File: src/rtl/axil_pkg.sv
// Shared types and constants for the AXI4-Lite master: FSM states, response codes, default widths.
package axil_pkg;

  localparam int AXIL_ADDR_W = 32;
  localparam int AXIL_DATA_W = 32;

  localparam logic [1:0] RESP_OKAY   = 2'b00;
  localparam logic [1:0] RESP_EXOKAY = 2'b01;
  localparam logic [1:0] RESP_SLVERR = 2'b10;
  localparam logic [1:0] RESP_DECERR = 2'b11;

  typedef enum logic [1:0] {
    IDLE    = 2'd0,
    RD      = 2'd1,
    WR      = 2'd2,
    WR_RESP = 2'd3
  } axil_state_t;

endpackage

File: src/rtl/axil_master_if.sv
// AXI4-Lite bus bundle (AR, R, AW, W, B channels) with master and slave views.
interface axil_master_if #(
  parameter int ADDR_W = 32,
  parameter int DATA_W = 32
);
  logic [ADDR_W-1:0]   AXI_ARADDR;
  logic                AXI_ARVALID;
  logic                AXI_ARREADY;
  logic [DATA_W-1:0]   AXI_RDATA;
  logic [1:0]          AXI_RRESP;
  logic                AXI_RVALID;
  logic                AXI_RREADY;
  logic [ADDR_W-1:0]   AXI_AWADDR;
  logic                AXI_AWVALID;
  logic                AXI_AWREADY;
  logic [DATA_W-1:0]   AXI_WDATA;
  logic [DATA_W/8-1:0] AXI_WSTRB;
  logic                AXI_WVALID;
  logic                AXI_WREADY;
  logic [1:0]          AXI_BRESP;
  logic                AXI_BVALID;
  logic                AXI_BREADY;

  modport master (
    output AXI_ARADDR, AXI_ARVALID, AXI_RREADY,
    output AXI_AWADDR, AXI_AWVALID, AXI_WDATA, AXI_WSTRB, AXI_WVALID, AXI_BREADY,
    input  AXI_ARREADY, AXI_RDATA, AXI_RRESP, AXI_RVALID,
    input  AXI_AWREADY, AXI_WREADY, AXI_BRESP, AXI_BVALID
  );

  modport slave (
    input  AXI_ARADDR, AXI_ARVALID, AXI_RREADY,
    input  AXI_AWADDR, AXI_AWVALID, AXI_WDATA, AXI_WSTRB, AXI_WVALID, AXI_BREADY,
    output AXI_ARREADY, AXI_RDATA, AXI_RRESP, AXI_RVALID,
    output AXI_AWREADY, AXI_WREADY, AXI_BRESP, AXI_BVALID
  );
endinterface

File: src/rtl/axil_master.sv
// Single-outstanding AXI4-Lite master bridging a CPU request/response port onto the bus.
// Optional macro AXIL_MASTER_WSTRB_EN adds req_wstrb; otherwise AXI_WSTRB is all-ones during WVALID.
module axil_master
  import axil_pkg::*;
#(
  parameter int ADDR_W = AXIL_ADDR_W,
  parameter int DATA_W = AXIL_DATA_W
) (
  input  logic              AXI_ACLK,
  input  logic              AXI_ARESET,
  input  logic              req_valid,
  input  logic              req_we,
  input  logic [ADDR_W-1:0] req_addr,
  input  logic [DATA_W-1:0] req_wdata,
`ifdef AXIL_MASTER_WSTRB_EN
  input  logic [DATA_W/8-1:0] req_wstrb,
`endif
  output logic              req_ready,
  output logic              rsp_valid,
  output logic [DATA_W-1:0] rsp_rdata,
  output logic              rsp_err,
  axil_master_if.master     m_axi
);

  localparam int STRB_W = DATA_W / 8;

  axil_state_t         r_state;
  logic                r_req_ready;
  logic                r_rsp_valid;
  logic [DATA_W-1:0]   r_rsp_rdata;
  logic                r_rsp_err;
  logic [ADDR_W-1:0]   r_araddr;
  logic                r_arvalid;
  logic                r_rready;
  logic [ADDR_W-1:0]   r_awaddr;
  logic                r_awvalid;
  logic [DATA_W-1:0]   r_wdata;
  logic [STRB_W-1:0]   r_wstrb;
  logic                r_wvalid;
  logic                r_bready;

  logic w_accept;
  logic w_ar_hs;
  logic w_r_hs;
  logic w_aw_hs;
  logic w_w_hs;
  logic w_b_hs;
  logic w_aw_fin;
  logic w_w_fin;
  logic w_unused;

  assign w_accept = req_valid && r_req_ready && (r_state == IDLE);
  assign w_ar_hs  = r_arvalid && m_axi.AXI_ARREADY;
  assign w_r_hs   = r_rready  && m_axi.AXI_RVALID;
  assign w_aw_hs  = r_awvalid && m_axi.AXI_AWREADY;
  assign w_w_hs   = r_wvalid  && m_axi.AXI_WREADY;
  assign w_b_hs   = r_bready  && m_axi.AXI_BVALID;
  // A channel is finished once its VALID has dropped or its handshake happens this cycle.
  assign w_aw_fin = !r_awvalid || m_axi.AXI_AWREADY;
  assign w_w_fin  = !r_wvalid  || m_axi.AXI_WREADY;
  assign w_unused = &{1'b0, m_axi.AXI_RRESP[0], m_axi.AXI_BRESP[0]};

  always_ff @(posedge AXI_ACLK or posedge AXI_ARESET) begin
    if (AXI_ARESET) begin
      r_state     <= IDLE;
      r_req_ready <= 1'b0;
      r_rsp_valid <= 1'b0;
      r_rsp_rdata <= '0;
      r_rsp_err   <= 1'b0;
      r_araddr    <= '0;
      r_arvalid   <= 1'b0;
      r_rready    <= 1'b0;
      r_awaddr    <= '0;
      r_awvalid   <= 1'b0;
      r_wdata     <= '0;
      r_wstrb     <= '0;
      r_wvalid    <= 1'b0;
      r_bready    <= 1'b0;
    end else begin
      r_rsp_valid <= 1'b0;
      r_rsp_rdata <= '0;
      r_rsp_err   <= 1'b0;
      case (r_state)
        IDLE: begin
          r_req_ready <= 1'b1;
          if (w_accept) begin
            r_req_ready <= 1'b0;
            if (req_we) begin
              r_state   <= WR;
              r_awaddr  <= req_addr;
              r_awvalid <= 1'b1;
              r_wdata   <= req_wdata;
`ifdef AXIL_MASTER_WSTRB_EN
              r_wstrb   <= req_wstrb;
`else
              r_wstrb   <= '1;
`endif
              r_wvalid  <= 1'b1;
              r_bready  <= 1'b1;
            end else begin
              r_state   <= RD;
              r_araddr  <= req_addr;
              r_arvalid <= 1'b1;
              r_rready  <= 1'b1;
            end
          end
        end
        RD: begin
          if (w_ar_hs) r_arvalid <= 1'b0;
          if (w_r_hs) begin
            r_arvalid   <= 1'b0;
            r_rready    <= 1'b0;
            r_rsp_valid <= 1'b1;
            r_rsp_rdata <= m_axi.AXI_RDATA;
            r_rsp_err   <= m_axi.AXI_RRESP[1];
            r_state     <= IDLE;
          end
        end
        WR, WR_RESP: begin
          if (w_aw_hs) r_awvalid <= 1'b0;
          if (w_w_hs) begin
            r_wvalid <= 1'b0;
`ifndef AXIL_MASTER_WSTRB_EN
            r_wstrb  <= '0;
`endif
          end
          // BREADY is already high in WR, so a response is taken wherever it arrives.
          if (w_b_hs) begin
            r_awvalid   <= 1'b0;
            r_wvalid    <= 1'b0;
            r_bready    <= 1'b0;
`ifndef AXIL_MASTER_WSTRB_EN
            r_wstrb     <= '0;
`endif
            r_rsp_valid <= 1'b1;
            r_rsp_err   <= m_axi.AXI_BRESP[1];
            r_state     <= IDLE;
          end else if (r_state == WR && w_aw_fin && w_w_fin) begin
            r_state <= WR_RESP;
          end
        end
        default: r_state <= IDLE;
      endcase
    end
  end

  assign req_ready         = r_req_ready;
  assign rsp_valid         = r_rsp_valid;
  assign rsp_rdata         = r_rsp_rdata;
  assign rsp_err           = r_rsp_err;
  assign m_axi.AXI_ARADDR  = r_araddr;
  assign m_axi.AXI_ARVALID = r_arvalid;
  assign m_axi.AXI_RREADY  = r_rready;
  assign m_axi.AXI_AWADDR  = r_awaddr;
  assign m_axi.AXI_AWVALID = r_awvalid;
  assign m_axi.AXI_WDATA   = r_wdata;
  assign m_axi.AXI_WSTRB   = r_wstrb;
  assign m_axi.AXI_WVALID  = r_wvalid;
  assign m_axi.AXI_BREADY  = r_bready;

endmodule

File: src/flat_wrapper.sv
// flat-port wrapper written by rule: the top's interface ports become plain ports
module axil_master_flat import axil_pkg::*;
#(
  parameter int ADDR_W = AXIL_ADDR_W,
  parameter int DATA_W = AXIL_DATA_W
)
  (AXI_ACLK, AXI_ARESET, req_valid, req_we, req_addr, req_wdata, req_ready, rsp_valid, rsp_rdata, rsp_err, m_axi_AXI_ARADDR, m_axi_AXI_ARVALID, m_axi_AXI_RREADY, m_axi_AXI_AWADDR, m_axi_AXI_AWVALID, m_axi_AXI_WDATA, m_axi_AXI_WSTRB, m_axi_AXI_WVALID, m_axi_AXI_BREADY, m_axi_AXI_ARREADY, m_axi_AXI_RDATA, m_axi_AXI_RRESP, m_axi_AXI_RVALID, m_axi_AXI_AWREADY, m_axi_AXI_WREADY, m_axi_AXI_BRESP, m_axi_AXI_BVALID);
  axil_master_if #(.ADDR_W(ADDR_W), .DATA_W(DATA_W)) m_axi_i ();
  input  logic AXI_ACLK;
  input  logic AXI_ARESET;
  input  logic req_valid;
  input  logic req_we;
  input  logic [ADDR_W-1:0] req_addr;
  input  logic [DATA_W-1:0] req_wdata;
  output logic req_ready;
  output logic rsp_valid;
  output logic [DATA_W-1:0] rsp_rdata;
  output logic rsp_err;
  output wire logic [$bits(m_axi_i.AXI_ARADDR)-1:0] m_axi_AXI_ARADDR;
  output wire logic [$bits(m_axi_i.AXI_ARVALID)-1:0] m_axi_AXI_ARVALID;
  output wire logic [$bits(m_axi_i.AXI_RREADY)-1:0] m_axi_AXI_RREADY;
  output wire logic [$bits(m_axi_i.AXI_AWADDR)-1:0] m_axi_AXI_AWADDR;
  output wire logic [$bits(m_axi_i.AXI_AWVALID)-1:0] m_axi_AXI_AWVALID;
  output wire logic [$bits(m_axi_i.AXI_WDATA)-1:0] m_axi_AXI_WDATA;
  output wire logic [$bits(m_axi_i.AXI_WSTRB)-1:0] m_axi_AXI_WSTRB;
  output wire logic [$bits(m_axi_i.AXI_WVALID)-1:0] m_axi_AXI_WVALID;
  output wire logic [$bits(m_axi_i.AXI_BREADY)-1:0] m_axi_AXI_BREADY;
  input wire logic [$bits(m_axi_i.AXI_ARREADY)-1:0] m_axi_AXI_ARREADY;
  input wire logic [$bits(m_axi_i.AXI_RDATA)-1:0] m_axi_AXI_RDATA;
  input wire logic [$bits(m_axi_i.AXI_RRESP)-1:0] m_axi_AXI_RRESP;
  input wire logic [$bits(m_axi_i.AXI_RVALID)-1:0] m_axi_AXI_RVALID;
  input wire logic [$bits(m_axi_i.AXI_AWREADY)-1:0] m_axi_AXI_AWREADY;
  input wire logic [$bits(m_axi_i.AXI_WREADY)-1:0] m_axi_AXI_WREADY;
  input wire logic [$bits(m_axi_i.AXI_BRESP)-1:0] m_axi_AXI_BRESP;
  input wire logic [$bits(m_axi_i.AXI_BVALID)-1:0] m_axi_AXI_BVALID;
  assign m_axi_AXI_ARADDR = m_axi_i.AXI_ARADDR;
  assign m_axi_AXI_ARVALID = m_axi_i.AXI_ARVALID;
  assign m_axi_AXI_RREADY = m_axi_i.AXI_RREADY;
  assign m_axi_AXI_AWADDR = m_axi_i.AXI_AWADDR;
  assign m_axi_AXI_AWVALID = m_axi_i.AXI_AWVALID;
  assign m_axi_AXI_WDATA = m_axi_i.AXI_WDATA;
  assign m_axi_AXI_WSTRB = m_axi_i.AXI_WSTRB;
  assign m_axi_AXI_WVALID = m_axi_i.AXI_WVALID;
  assign m_axi_AXI_BREADY = m_axi_i.AXI_BREADY;
  assign m_axi_i.AXI_ARREADY = m_axi_AXI_ARREADY;
  assign m_axi_i.AXI_RDATA = m_axi_AXI_RDATA;
  assign m_axi_i.AXI_RRESP = m_axi_AXI_RRESP;
  assign m_axi_i.AXI_RVALID = m_axi_AXI_RVALID;
  assign m_axi_i.AXI_AWREADY = m_axi_AXI_AWREADY;
  assign m_axi_i.AXI_WREADY = m_axi_AXI_WREADY;
  assign m_axi_i.AXI_BRESP = m_axi_AXI_BRESP;
  assign m_axi_i.AXI_BVALID = m_axi_AXI_BVALID;
  axil_master #(.ADDR_W(ADDR_W), .DATA_W(DATA_W)) u_core (.AXI_ACLK(AXI_ACLK), .AXI_ARESET(AXI_ARESET), .req_valid(req_valid), .req_we(req_we), .req_addr(req_addr), .req_wdata(req_wdata), .req_ready(req_ready), .rsp_valid(rsp_valid), .rsp_rdata(rsp_rdata), .rsp_err(rsp_err), .m_axi(m_axi_i));
endmodule
File: config.mk
export PLATFORM = sky130hd
export DESIGN_NAME = axil_master_flat
export DESIGN_NICKNAME = d
export VERILOG_FILES = /design/src/rtl/axil_pkg.sv /design/src/rtl/axil_master_if.sv /design/src/rtl/axil_master.sv /design/src/flat_wrapper.sv
export SDC_FILE = /design/constraint.sdc
export NUM_CORES = 1
export LEC_CHECK = 0
export ABC_CLOCK_PERIOD_IN_PS = 4250
export BUFFER_PORTS_ARGS = -buffer_cell sky130_fd_sc_hd__buf_2
export CAP_MARGIN = 30
export CORE_ASPECT_RATIO = 0.9
export CORE_MARGIN = 2
export CORE_UTILIZATION = 35
export CTS_CLUSTER_DIAMETER = 150
export DETAILED_ROUTE_END_ITERATION = 16
export GPL_TIMING_DRIVEN = 0
export HOLD_SLACK_MARGIN = 0.08
export PLACE_DENSITY = 0.65
export SLEW_MARGIN = 20
export SYNTH_ARGS = -nofsm -noshare
export SYNTH_HDL_FRONTEND = slang
export SYNTH_SLANG_ARGS = --single-unit
export TNS_END_PERCENT = 50
File: constraint.sdc
create_clock -name AXI_ACLK -period 4.25 [get_ports AXI_ACLK]
set_input_delay 0.6375 -clock AXI_ACLK [delete_from_list [all_inputs] [get_ports AXI_ACLK]]
set_output_delay 0.6375 -clock AXI_ACLK [all_outputs]
set_load 0.02 [all_outputs]
---- Word level (Yosys, flattened, before mapping) ----
Cells that the tools add are included.
word-level totals
  register bits after elaboration ......... 142
  bits in latches ......................... 0
  bits in writable memories ............... 0
  bits in read-only memories .............. 0
  input bits .............................. 109
  output and inout port bits .............. 140
  word-level logic and storage cells ...... 89
  memories ................................ 0
operators by class
  add/subtract/negate cells ............... 0
  $mul .................................... 0
  div/mod/pow operators ................... 0
  $lt $le $gt $ge ......................... 0
  equal/unequal tests ..................... 12
  shift-type cells ........................ 0
  muxes and demuxes ....................... 37
  bitwise operators ....................... 1
  reduce and logical (&&, ||, !) cells .... 25
operators with widths
  kind                number
  $mux 32             2
  $reduce_and 4->1    5
  $mux 1              17
  $mux 4              4
  $pmux 1 s2          7
  $ne 3x1->1 const B  4
  $mux 2              5
  $logic_and 1x1->1   9
  $reduce_and 3->1    3
  $pmux 4 s2          1
  $ne 2x1->1 const B  3
  $pmux 2 s3          1
  $eq 2x2->1 const B  2
  $ne 2x2->1 const B  2
  $reduce_bool 2->1   2
  $eq 2x1->1 const B  1
  $logic_not 1->1     2
  $logic_not 2->1     1
  $logic_or 1x1->1    2
  $reduce_or 2->1     1
  $not 1->1           1

---- Longest topological paths before layout ----
  word-level depth ........................ 7
  gate-level depth with buffers ........... 6
  depth with buffers taken out ............ 3

---- Least setup slack after synthesis ----
Ideal clock, no wire load.
  kind .................................... input -> register
  start ................................... input port req_valid
  end ..................................... register u_core.r_awaddr[0], in the netlist u_core.m_axi.AXI_AWADDR[0]
  library setup time ...................... 125 ps
  arrival time ............................ 1,538 ps
  data required time ...................... 4,125 ps
  slack ................................... 2,587 ps
  stages .................................. 5
  buffers on the path ..................... 2
  cell sequence ........................... and4bb_4 > nand2_2 > buf_6 > buf_6 > mux2_4
between the ends
  cells in the longest elaborated chain, start to end .. 3
ends and longest elaborated chain
  item                            RTL line            source
  start: declaration              flat_wrapper.sv:11  input logic req_valid;
  $logic_and 1x1->1 (2 in a row)  axil_master.sv:52   assign w_accept = req_valid && r_req_ready && (r_state == IDLE);
  $reduce_and 3->1 (no line)      --
  end signal: assignment          axil_master.sv:90   r_awaddr <= req_addr;
  end: declaration                axil_master.sv:35   logic [ADDR_W-1:0] r_awaddr;
Every way passes these cells.
A chain may end at the register's enable or synchronous reset.

---- Final worst setup path ----
  start ................................... register u_core.r_wstrb[2], in the netlist u_core.m_axi.AXI_WSTRB[2]
  end ..................................... output port m_axi_AXI_WSTRB[2]
RTL lines
  item                      RTL line            source
  start: declaration        axil_master.sv:38   logic [STRB_W-1:0] r_wstrb;
  start signal: assignment  axil_master.sv:76   r_wstrb <= '0;
  start signal: assignment  axil_master.sv:96   r_wstrb <= '1;
  start signal: assignment  axil_master.sv:124  r_wstrb <= '0;
  end: declaration          flat_wrapper.sv:25  output wire logic [$bits(m_axi_i.AXI_WSTRB)-1:0] m_axi_AXI_WSTRB;
No word-level cell between the ends.

==> summary.txt <==
Run status
  – Status: finished, final reports clean

Power
  – Pwr/cell area: 770 nW/um^2
  – Clock power frac: 23.0%
  – LEAKAGE: 0.00402 uW
  – Power share of the combinational group: 39.7%
  – Internal power: 3690 uW
  – Sequential power share: 37.3%
  – Sw Ratio: 35.3%
  – Net Sw Power: 2010 uW
  – Worst vdd ir: 0.000425 V

Worst setup path
  – R2r setup slk: 2.54 ns
  – CP Max Fanout: 7
  – Critical Path Max Stage Delay: 0.50 ns
  – Critical Path Stages: 2
  – Worst Path Arrival: 1.22 ns
  – Worst reg2reg path depth: 6
  – WP buf/inv: 2
  – Critical path, cell by cell: buf_4 > buf_2
  – CP endpoint: m_axi_AXI_WSTRB[2]
  – Setup CP Type: flop to output port
  – R2r startpoint: u_core.r_state[1]$_DFFE_PP0P_
  – Critical Path RT: 3.61 ns
  – Reg2reg end: u_core.m_axi.AXI_WDATA[27]$_DFFE_PP0P_
  – Crit. Startpoint: u_core.m_axi.AXI_WSTRB[2]$_DFFE_PP0P_
  – CP max-delay cell: dfrtp_1
  – Worst path top cell family by delay: flip-flops
  – CP startpoint kind: flop
  – Crit path capture type: output port

Global route
  – Met2 usage: 26.1%
  – Routing usage on met1: 18.2%
  – Pin count of the biggest net entering global routing: 36
  – Grt ovf: 0
  – GRT busiest layer: met2
  – First-pass GRT wire length: 19,200 um
  – Met3 Resource Use GR: 5.74%
  – GRT Overall Usage: 15.6%
  – Initial antenna violation count: 0
  – Via count of the first global-routing pass: 3,697

CTS
  – H-tree depth: 4
  – CTS Buffer Depth: 2
  – Worst-path clk slew: 0.06 ns
  – Clk_lat worst skew: 0.41 ns
  – CTS resizes: 0
  – CTS Buf Count: 17
  – CTS Sinks: 138
  – # hold bufs at CTS: 0
  – Root Driver: clkbuf_16
  – CTS tree: yes
  – Post-CTS Setup Inserts: 0

Synthesis
  – Top cell type's share of synthesized area: 65.3%
  – Most used DFF post-synth: dfrtp_1
  – Mapped Cells: 318
  – Yosys warning count: 0
  – Syn Nets: 427
  – Largest cells by area after synthesis: dfrtp_1 65%, mux2_4 15%, mux2_2 8.5%, and2_1 3.9%, buf_6 2.1%
  – Sequential fraction of the synthesis area: 65.3%
  – Syn avg cell area: 16.6 um^2
  – Async set-or-reset flop fraction in the synthesized netlist: 100%
  – Yosys cell types: 23
  – Commonest cells post-synth: 138 x dfrtp_1, 52 x mux2_4, 40 x mux2_2, 33 x and2_1, 10 x buf_6
  – Mapped cell area: 5290 um^2
  – EDFF count, synth: 0
  – Yosys reg bits: 138
  – Top-count cell post-synth: dfrtp_1
  – Post-synth top area cell: dfrtp_1

Floorplanning
  – Initial Util: 35.8%
  – Core ar.: 14,800 um^2
  – Cell Rows: 42
  – Die height: 121 um
  – # IOs: 249
  – Die width: 134 um
  – Full die area: 16,100 um^2

Final layout
  – ANT cells: 0
  – Final nets: 696
  – Share of cells above drive strength 1: 65.1%
  – FILL cells: 1,310
  – Area growth, synth to finish: 39.8%

Timing
  – Worst Tran Pin Value: 0.437 ns
  – TNS Setup: 0 ns
  – Max frequency: 0.539 GHz
  – Final hold vios: 0
  – RSZ-0062 raised after global routing: false
  – Pins Over Slew Limit: 0
  – Fin crit period: 1.86 ns
  – Relative slew slack: 70.8%
  – Setup ws final: 2.39 ns
  – Period utilization: 43.7%
  – Worst Clk Skew: 0.00584 ns
  – Final Setup Violations: 0

Routing
  – Pre-antenna DRT Iters: 4
  – Final ANT Viol Nets: 0
  – DRT iter0 DRCs: 114
  – Vias: 3,501
  – Wire length per cell: 15.1 um
  – Final wirelength: 12,100 um
  – Vias/cell: 4.39
  – DRC Markers: 0

Min path
  – Worst Hold Class: primary input to asynchronous set/reset pin

Job
  – MaxCap Viol Count: 0

Place
  – Post-DP HPWL: 9220 um
  – Port Buffers: 246
  – Gpl congestion: 0.742
  – Post-Place Worst Slack: 2.34 ns
[stage by stage]
| stage | total power [uW] | util, % | instances | hold slack (ns) | instance area, um^2 |
|---|---|---|---|---|---|
| global placement | 4360 | 45.9 | 762 | 0.472 | 6770 |
| global route | 6010 | 50.1 | 797 | 0.238 | 7390 |
| detailed placement | 4430 | 46.4 | 766 | 0.480 | 6860 |
| floorplan | 3630 | - | 318 | 0.555 | 5290 |
| finish | 5700 | 50.1 | 797 | 0.238 | 7390 |
| CTS | 5770 | 50.1 | 797 | 0.229 | 7390 |
[how the worst min path moves through the flow]
stage,to,slack (ns),cells after the start
2_1_floorplan,u_core.req_ready$_DFFE_PP0P_,0.55,3
3_3_place_gp,u_core.m_axi.AXI_ARADDR[7]$_DFFE_PP0P_,0.47,1
3_5_place_dp,u_core.m_axi.AXI_ARADDR[0]$_DFFE_PP0P_,0.48,1
4_1_cts,u_core.m_axi.AXI_ARADDR[20]$_DFFE_PP0P_,0.23,2
5_1_grt,u_core.m_axi.AXI_ARADDR[20]$_DFFE_PP0P_,0.24,2
6_report,u_core.m_axi.AXI_AWADDR[14]$_DFFE_PP0P_,0.24,2
[power by group through the flow]
stage	Clock [uW]	Combinational (uW)	Sequential, uW
2_1_floorplan	0	869	2760
3_5_place_dp	0	2300	2140
5_1_grt	1420	2400	2190
4_1_cts	1340	2300	2130
6_report	1310	2260	2120
3_3_place_gp	0	2250	2110
[registers in the layout (all words and copies together), names as in the netlist]
| signal | count |
|---|---|
| u_core.rsp_valid | 1 |
| u_core.m_axi.AXI_BREADY | 1 |
| u_core.m_axi.AXI_WSTRB | 1 |
| u_core.m_axi.AXI_WDATA | 32 |
| u_core.rsp_err | 1 |
| u_core.m_axi.AXI_AWVALID | 1 |
| u_core.m_axi.AXI_ARVALID | 1 |
| u_core.r_state | 2 |
| u_core.m_axi.AXI_ARADDR | 32 |
| u_core.m_axi.AXI_AWADDR | 32 |
| u_core.req_ready | 1 |
| u_core.rsp_rdata | 32 |
| u_core.m_axi.AXI_RREADY | 1 |
[placed cells by master, fill, tap and decap left out, drive strengths merged]
cell	n
a21oi	2
a22o	2
a2bb2oi	1
a31o	1
a32o	1
and2	33
and4bb	1
buf	266
clkbuf	27
clkinv	4
clkinvlp	4
dfrtp	138
mux2	96
nand2	8
nand2b	5
nor2	4
nor2b	2
o211ai	1
o21ai	3
[cell families (layout without fill, tap and decap cells)]
family                 after synthesis  count (layout)  synth area share [%]
and+or+nand+nor                     53              53                  5.94
AOI/OAI and AO/OA                   11              11                  1.47
buffers and inverters               20             301                  3.17
muxes                               96              96                  24.1
DFF                                138             138                  65.3
[routing by layer]
layer	vias to the layer above	part of all wire, %
met2	142	50
met1	1718	40
li1	1627	-
met4	0	1.4
met5	-	0
met3	14	8.1
[layout make-up]
cell class	instances	area [um^2]	share of cell area [%]
Sequential cell	138	3450	46.7
Multi-Input combinational cell	160	1670	22.6
Clock inverter	7	42.5	0.575
Buffer	19	164	2.22
Inverter	1	7.51	0.102
Timing Repair Buffer	250	1320	17.8
Clock buffer	24	492	6.65
Tap cell	198	248	3.35
Note: power is estimated with default switching activity, not from simulation.
